==> src/rtl/midi_pkg.sv <==
// MIDI transmit encoder shared definitions.
// Kind codes, system reset byte, FSM states and message length helper.
package midi_pkg;

   localparam logic [2:0] KIND_NOTE_OFF  = 3'b000;
   localparam logic [2:0] KIND_NOTE_ON   = 3'b001;
   localparam logic [2:0] KIND_KEYPRESS  = 3'b010;
   localparam logic [2:0] KIND_CHANPRESS = 3'b101;
   localparam logic [2:0] KIND_PITCH     = 3'b110;
   localparam logic [2:0] KIND_SYS       = 3'b111;

   localparam logic [7:0] MIDI_SYS_RESET = 8'hFF;

   typedef enum logic [2:0] {
      ST_IDLE,
      ST_STATUS,
      ST_D1,
      ST_D2,
      ST_CCMD,
      ST_CB0,
      ST_CB1,
      ST_CB2
   } state_e;

   // Number of bytes a channel/system message occupies on the wire.
   function automatic logic [1:0] msg_len(input logic [2:0] kind);
      logic [1:0] len;
      case (kind)
         KIND_SYS:       len = 2'd1;
         KIND_CHANPRESS: len = 2'd2;
         default:        len = 2'd3;
      endcase
      return len;
   endfunction

endpackage

==> src/rtl/midi_msg_tx.sv <==
// MIDI message encoder: serializes note events and 4-byte
// controller frames into a byte stream for the UART.
module midi_msg_tx
   import midi_pkg::*;
#(
   parameter bit RUNNING_STATUS = 1'b0
) (
   input  logic        clk,
   input  logic        rst,
   input  logic        ev_valid,
   output logic        ev_ready,
   input  logic [2:0]  ev_kind,
   input  logic [3:0]  ev_channel,
   input  logic [6:0]  ev_data1,
   input  logic [6:0]  ev_data2,
   input  logic        c_valid,
   output logic        c_ready,
   input  logic [6:0]  c_cmd,
   input  logic [7:0]  c_byte0,
   input  logic [7:0]  c_byte1,
   input  logic [7:0]  c_byte2,
   output logic        tx_valid,
   output logic [7:0]  tx_data,
   input  logic        tx_ready,
   output logic        busy,
   output logic [15:0] msg_count,
   input  logic        msg_count_load,
   input  logic [15:0] msg_count_preset
);

   state_e      state_q;
   logic        tx_valid_q;
   logic [7:0]  tx_data_q;
   logic [15:0] msg_count_q;
   logic [7:0]  last_status_q;
   logic [2:0]  kind_q;
   logic [6:0]  d1_q;
   logic [6:0]  d2_q;
   logic [7:0]  b0_q;
   logic [7:0]  b1_q;
   logic [7:0]  b2_q;

   logic [7:0]  status_d;
   logic        skip_d;
   logic [1:0]  len_d;
   logic        last_d;

   // Status byte and running-status skip decision for the pending event.
   always_comb begin
      status_d = (ev_kind == KIND_SYS) ? MIDI_SYS_RESET
                                       : {1'b1, ev_kind, ev_channel};
      skip_d   = RUNNING_STATUS && (ev_kind != KIND_SYS)
                 && (status_d == last_status_q);
   end

   // Flags the byte currently on tx_data as the last of its message.
   always_comb begin
      len_d  = msg_len(kind_q);
      last_d = 1'b0;
      unique case (state_q)
         ST_STATUS: last_d = (len_d == 2'd1);
         ST_D1:     last_d = (len_d == 2'd2);
         ST_D2:     last_d = 1'b1;
         ST_CB2:    last_d = 1'b1;
         default:   last_d = 1'b0;
      endcase
   end

   // Message FSM with registered byte output and completion counter.
   always_ff @(posedge clk) begin
      if (rst) begin
         state_q       <= ST_IDLE;
         tx_valid_q    <= 1'b0;
         tx_data_q     <= 8'h00;
         msg_count_q   <= 16'h0000;
         last_status_q <= 8'h00;
         kind_q        <= KIND_NOTE_OFF;
         d1_q          <= 7'h00;
         d2_q          <= 7'h00;
         b0_q          <= 8'h00;
         b1_q          <= 8'h00;
         b2_q          <= 8'h00;
      end else begin
         if (state_q == ST_IDLE) begin
            if (ev_valid) begin
               kind_q     <= ev_kind;
               d1_q       <= ev_data1;
               d2_q       <= ev_data2;
               tx_valid_q <= 1'b1;
               if (skip_d) begin
                  state_q   <= ST_D1;
                  tx_data_q <= {1'b0, ev_data1};
               end else begin
                  state_q   <= ST_STATUS;
                  tx_data_q <= status_d;
                  last_status_q <= (ev_kind == KIND_SYS) ? 8'h00
                                                         : status_d;
               end
            end else if (c_valid) begin
               b0_q          <= c_byte0;
               b1_q          <= c_byte1;
               b2_q          <= c_byte2;
               state_q       <= ST_CCMD;
               tx_valid_q    <= 1'b1;
               tx_data_q     <= {1'b0, c_cmd};
               last_status_q <= 8'h00;
            end
         end else if (tx_valid_q && tx_ready) begin
            if (last_d) begin
               state_q     <= ST_IDLE;
               tx_valid_q  <= 1'b0;
               msg_count_q <= msg_count_q + 16'd1;
            end else begin
               unique case (state_q)
                  ST_STATUS: begin
                     state_q   <= ST_D1;
                     tx_data_q <= {1'b0, d1_q};
                  end
                  ST_D1: begin
                     state_q   <= ST_D2;
                     tx_data_q <= {1'b0, d2_q};
                  end
                  ST_CCMD: begin
                     state_q   <= ST_CB0;
                     tx_data_q <= b0_q;
                  end
                  ST_CB0: begin
                     state_q   <= ST_CB1;
                     tx_data_q <= b1_q;
                  end
                  ST_CB1: begin
                     state_q   <= ST_CB2;
                     tx_data_q <= b2_q;
                  end
                  default: begin
                     state_q    <= ST_IDLE;
                     tx_valid_q <= 1'b0;
                  end
               endcase
            end
         end
         if (msg_count_load) begin
            msg_count_q <= msg_count_preset;
         end
      end
   end

   assign ev_ready  = (state_q == ST_IDLE) && !rst;
   assign c_ready   = (state_q == ST_IDLE) && !ev_valid && !rst;
   assign tx_valid  = tx_valid_q;
   assign tx_data   = tx_data_q;
   assign busy      = (state_q != ST_IDLE);
   assign msg_count = msg_count_q;

endmodule

==> config.mk <==
export PLATFORM = sky130hd
export DESIGN_NAME = midi_msg_tx
export DESIGN_NICKNAME = d
export VERILOG_FILES = /design/src/rtl/midi_pkg.sv /design/src/rtl/midi_msg_tx.sv
export SDC_FILE = /design/constraint.sdc
export NUM_CORES = 1
export LEC_CHECK = 0
export ABC_AREA = 1
export CAP_MARGIN = 20
export CORE_UTILIZATION = 40
export DETAILED_ROUTE_END_ITERATION = 10
export GPL_TIMING_DRIVEN = 0
export HOLD_SLACK_MARGIN = 0.05
export PLACE_DENSITY_LB_ADDON = 0.25
export SYNTH_ARGS = -nofsm -noshare
export SYNTH_HDL_FRONTEND = slang
export SYNTH_SLANG_ARGS = --single-unit
==> constraint.sdc <==
create_clock -name clk -period 1.9 [get_ports clk]
set_input_delay 0.38 -clock clk [delete_from_list [all_inputs] [get_ports clk]]
set_output_delay 0.38 -clock clk [all_outputs]
set_load 0.005 [all_outputs]
Word level (Yosys, flattened, before mapping) --
Cells that the tools add are included.
Operators by class: add/sub/neg operators 1, eq/ne operators 16, muxes and demuxes 25, bitwise logic cells 1, reduce and logical (&&, ||, !) cells 20
Operators with widths (number):
- 2-to-1 mux 16 bit | 4
- 2-to-1 mux 8 bit | 5
- one-hot mux 8 bit (5 select lines) | 1
- == test 3 bit (second input constant) | 7
- adder 16 x 1 -> 16 bit (second input constant) | 1
- 2-to-1 mux 3 bit | 5
- one-hot mux 3 bit (5 select lines) | 1
- AND reduction 3 bit | 3
- 2-to-1 mux 7 bit | 1
- == test 3 x 2 -> 1 bit (second input constant) | 2
- 2-to-1 mux 1 bit | 6
- nonzero test 2 bit | 3
- nonzero test 6 bit | 1
- OR reduction 5 bit | 1
- logical AND 1 bit | 4
- one-hot mux 2 bit (2 select lines) | 1
- AND reduction 2 bit | 2
- AND reduction 4 bit | 1
- == test 3 x 1 -> 1 bit (second input constant) | 1
- zero test 3 bit | 1
- inequality test 3 x 1 -> 1 bit (second input constant) | 1
- inequality test 3 bit (second input constant) | 1
- one-hot mux 1 bit (3 select lines) | 1
- nonzero test 3 bit | 1
- 7 further kinds | 8
Word-level totals: bits in registers 69, input bits 74, output and inout bits 28, word-level logic and storage cells 73

Longest topological paths before layout --
word-level depth 8, mapped depth 12, gate-level depth less buffers 10

Worst setup path after synthesis --
Ideal clock, no wire load.
path type input to output, from input port rst, to output port ev_ready, data arrival time 1062 ps, required time 1520 ps, path slack 458 ps, cell stages on the path 3, buffers on the path 2, path through clkbuf_1 -> buf_1 -> nor2_1
On the way: longest elaborated chain between the ends 2
RTL lines:
- start, declared | RTL line midi_msg_tx.sv:9 | input logic rst,
- zero test 1 bit | RTL line midi_msg_tx.sv:148 | assign ev_ready = (state_q == ST_IDLE) && !rst;
- logical AND 1 bit | RTL line midi_msg_tx.sv:148
- end, declared | RTL line midi_msg_tx.sv:11 | output logic ev_ready,
Every way passes these cells.

Final worst setup path --
from register state_q[0], to output port c_ready
On the way: longest elaborated chain between the ends 3
RTL lines:
- start, declared | RTL line midi_msg_tx.sv:31 | state_e state_q;
- start signal, assigned | RTL line midi_msg_tx.sv:72 | state_q <= ST_IDLE;
- start signal, assigned | RTL line midi_msg_tx.sv:91 | state_q <= ST_D1;
- start signal, assigned | RTL line midi_msg_tx.sv:94 | state_q <= ST_STATUS;
- zero test 3 bit | RTL line midi_msg_tx.sv:149 | assign c_ready = (state_q == ST_IDLE) && !ev_valid && !rst;
- logical AND 1 bit (2 in series) | RTL line midi_msg_tx.sv:149
- end, declared | RTL line midi_msg_tx.sv:17 | output logic c_ready,
Every way passes these cells.

==> summary.md <==
| Metric | Value |
|---|---|
| Largest net degree at the start of global routing | `14` |
| Via count | `3,784` |
| DP Worst Slack | `-0.419 ns` |
| Non-Filler Instances | `766` |
| Initial Util | `41.0%` |
| Critical path cell sequence | `buf_6 > inv_6 > nand3_4 > buf_4 > nor3_4 > clkdlybuf4s15_1` |
| Post-layout min period | `1.83 ns` |
| Max Cap Violations | `0` |
| Clock-pin transition on the worst setup and hold timing paths | `0.08 ns` |
| DP Cell Count | `745` |
| Startpoint Class | `register` |
| Reg2reg setup slack | `0.12 ns` |
| CTS Hold Buffers Added | `0` |
| Worst Hold Class | `in2reg` |
| Final Wtd Congestion | `0.845` |
| Worst-Margin Slew | `0.616 ns` |
| #FFs+latches synth | `69` |
| M1 WL | `4560 µm` |
| RSZ-0062 raised after global routing | `yes` |
| Share of cells above drive strength 1 | `10.2%` |
| DRT Pass-1 Iters | `7` |
| R2r startpoint | `state_q[0]$_SDFFE_PP0P_` |
| Maximum VDD drop | `517 µV` |
| Final-stage net count | `728` |
| Routed WL | `10,300 µm` |
| Setup crit end kind | `output port` |
| CTS buffer count | `9` |
| Sink Count | `69` |
| Fin. max-slew vios | `0` |
| H-tree levels | `3` |
| HPWL after detailed placement | `7790 µm` |
| Fillcell total | `841` |
| Arrival @ worst endpoint | `1.45 ns` |
| Fin area | `0.00501 mm²` |
| Worst hold stages | `2` |
| Worst Slack Setup Final | `0.0721 ns` |
| Synth unique cells | `38` |
| Hold Path End | `kind_q[0]$_SDFFE_PP0P_` |
| Worst R2R End | `b0_q[1]$_SDFFE_PP0P_` |
| CP required | `1.52 ns` |
| Total GRT Usage | `23.2%` |
| Vias per cell | `4.94` |
| Metal3 WL | `479 µm` |
| Worst r2r path cells | `9` |
| Drt initial violations | `152` |
| Die span in x | `96.3 µm` |
| Vias in the first global route | `3,527` |
| I/O pin cnt | `102` |
| Grt ovf | `0` |
| Fmax | `547 MHz` |
| Die H | `96.3 µm` |
| Power density cells | `1150 mW/mm²` |
| First-pass GRT wire length | `16,300 µm` |
| Largest fanout on the critical path | `5` |
| Worst-Skew Late Latency | `0.35 ns` |
| CTS tree | `yes` |
| Hold Vio Cnt, Final | `0` |
| Post-synth EDFFs | `0` |
| Synthesis-to-layout area growth | `40.6%` |
| Register area share after synthesis | `38.8%` |
| Setup violators final | `0` |
| Die area | `0.00928 mm²` |
| Crit path largest cell delay | `0.32 ns` |
| Worst rel slew slack | `58.8%` |
| Final period util | `96.2%` |
| Top sig layer | `met4` |
| Slowest stage cell on the critical path | `dfxtp_2` |
| Area post-placement | `0.00470 mm²` |
| Final ANT Viol Nets | `0` |
| DRC Markers | `0` |
| Leakage Power | `2.02 nW` |
| Hold Crit Start | `rst` |
| FP Rows | `34` |
| Synth Area per Inst | `6.63 µm²` |
| Worst Skew | `0.00841 ns` |
| Area of the core | `0.00868 mm²` |
| Initial antenna violation count | `0` |
| Top FF cell, synth | `dfxtp_1` |
| Clock Tree Buf Depth | `2` |
| Avg WL per Cell | `13.4 µm` |
| Port bufs | `100` |
| Outcome | `completed` |
| Worst hold margin | `0.385 ns` |
| Metal2 WL | `5090 µm` |
| Post-synth ARST share | `0%` |
| Post-synthesis net count | `612` |
| Critical path type | `reg2out` |
| Root Buffer | `clkbuf_8` |
| ANT cells | `0` |
| Mapped Cells | `537` |
| Syn. warnings | `0` |
| Synthesized area | `0.00356 mm²` |
## cell families after synthesis
kind of cell    Yosys count  share of synthesized area (%)
compound gates          112                           17.1
xor+xnor                  3                          0.738
fa+ha+maj                 1                          0.351
buf+inv                  73                           9.21
flops                    69                           38.8
simple gates            279                           33.8
## timing repair
action / CTS / global route
gates cloned: 0 / 0
gates resized for setup: 10 / 6
endpoints found under the setup margin: 3 / 14
setup buffers: 5 / 0
hold endpoints to repair: 0 / 0
## area by class of cell
type                       count  area, µm²  share of cell area [%]
timing repair buffer         105       1030                    20.6
tap                          108        135                    2.70
inverter                      52        206                    4.12
buffer                        21        129                    2.57
sequential                    69       1380                    27.6
multi-input combinational    395       1860                    37.2
clock inverter                 6        116                    2.32
clock buffer                  10        138                    2.75
## per-stage QoR
| stage | TNS, ns | power [mW] | utilization [%] |
|---|---|---|---|
| 6_report | 0 | 5.77 | 57.7 |
| 5_1_grt | -0.00605 | 6.14 | 57.7 |
| 4_1_cts | 0 | 5.78 | 57.6 |
| 3_5_place_dp | -4.90 | 4.17 | 54.1 |
| 3_3_place_gp | -3.84 | 4.11 | 54.1 |
| 2_1_floorplan | 0 | 3.33 | - |
## cell usage after synthesis (4+ instances only)
cell type / n / area [µm²]
nand2_1: 122 / 458
nor2_1: 104 / 390
dfxtp_1: 69 / 1380
o21ai_0: 62 / 310
inv_1: 42 / 158
a21oi_1: 31 / 155
nand3_1: 27 / 135
clkbuf_1: 11 / 41.3
nand2_2: 7 / 43.8
a21oi_2: 5 / 43.8
inv_2: 5 / 18.8
nand3b_1: 4 / 30.0
nand4_1: 4 / 25.0
o21a_1: 4 / 30.0
o21ai_1: 4 / 20.0
## flip-flops by register name (all words and copies together), names as in the netlist
name and flops:
d2_q 7, b2_q 8, msg_count 16, tx_valid 1, kind_q 3, b0_q 8
state_q 3, tx_data 8, b1_q 8, d1_q 7
## power by group
| part | total, mW | switching, mW | internal [mW] | leakage (nW) |
|---|---|---|---|---|
| sequential | 2.01 | 0.203 | 1.80 | 0.569 |
| clock | 1.52 | 0.600 | 0.922 | 0.128 |
| combinational | 2.24 | 1.20 | 1.04 | 1.33 |
| total | 5.77 | 2.01 | 3.76 | 2.02 |
## how the worst max path moves through the flow
stage | start | endpoint | depth (start not counted)
after CTS | state_q[0]$_SDFFE_PP0P_ | c_ready | 6
after global placement | rst | ev_ready | 4
final | state_q[0]$_SDFFE_PP0P_ | c_ready | 6
after detailed placement | rst | ev_ready | 4
after global routing | state_q[0]$_SDFFE_PP0P_ | b1_q[1]$_SDFFE_PP0P_ | 9
after floorplan | rst | ev_ready | 3
## layer usage
metal / GRT usage (%) / vias up
li1: - / 1947
met1: 28.8 / 1720
met2: 40.4 / 100
met3: 4.42 / 17
met4: 7.11 / 0
met5: 0 / -
## layout by cell type (no fill, tap or decap), types with 3 or more instances in the layout
cell type	synthesis	final
inv_6	1	4
o21ai_1	4	5
inv_1	42	42
a21oi_2	5	5
o21a_1	4	4
nor2_1	104	103
nand2_1	122	122
o2111ai_1	3	3
nand4_1	4	4
clkdlybuf4s50_1	0	96
o21ai_0	62	61
nand2_2	7	7
dfxtp_1	69	67
nand3_1	27	27
nor2_2	2	3
nand3b_1	4	4
bufinv_16	0	3
clkbuf_8	0	10
a21oi_1	31	31
clkbuf_1	11	9
inv_2	5	5
buf_4	2	8
## worst max-delay path, delay by kind of cell, from the launching register on
family / cells / cell delay, ns
DFF: 1 / 0.32
and+or+nand+nor: 2 / 0.22
buffers and inverters: 4 / 0.56
Note: power is estimated with default switching activity, not from simulation.
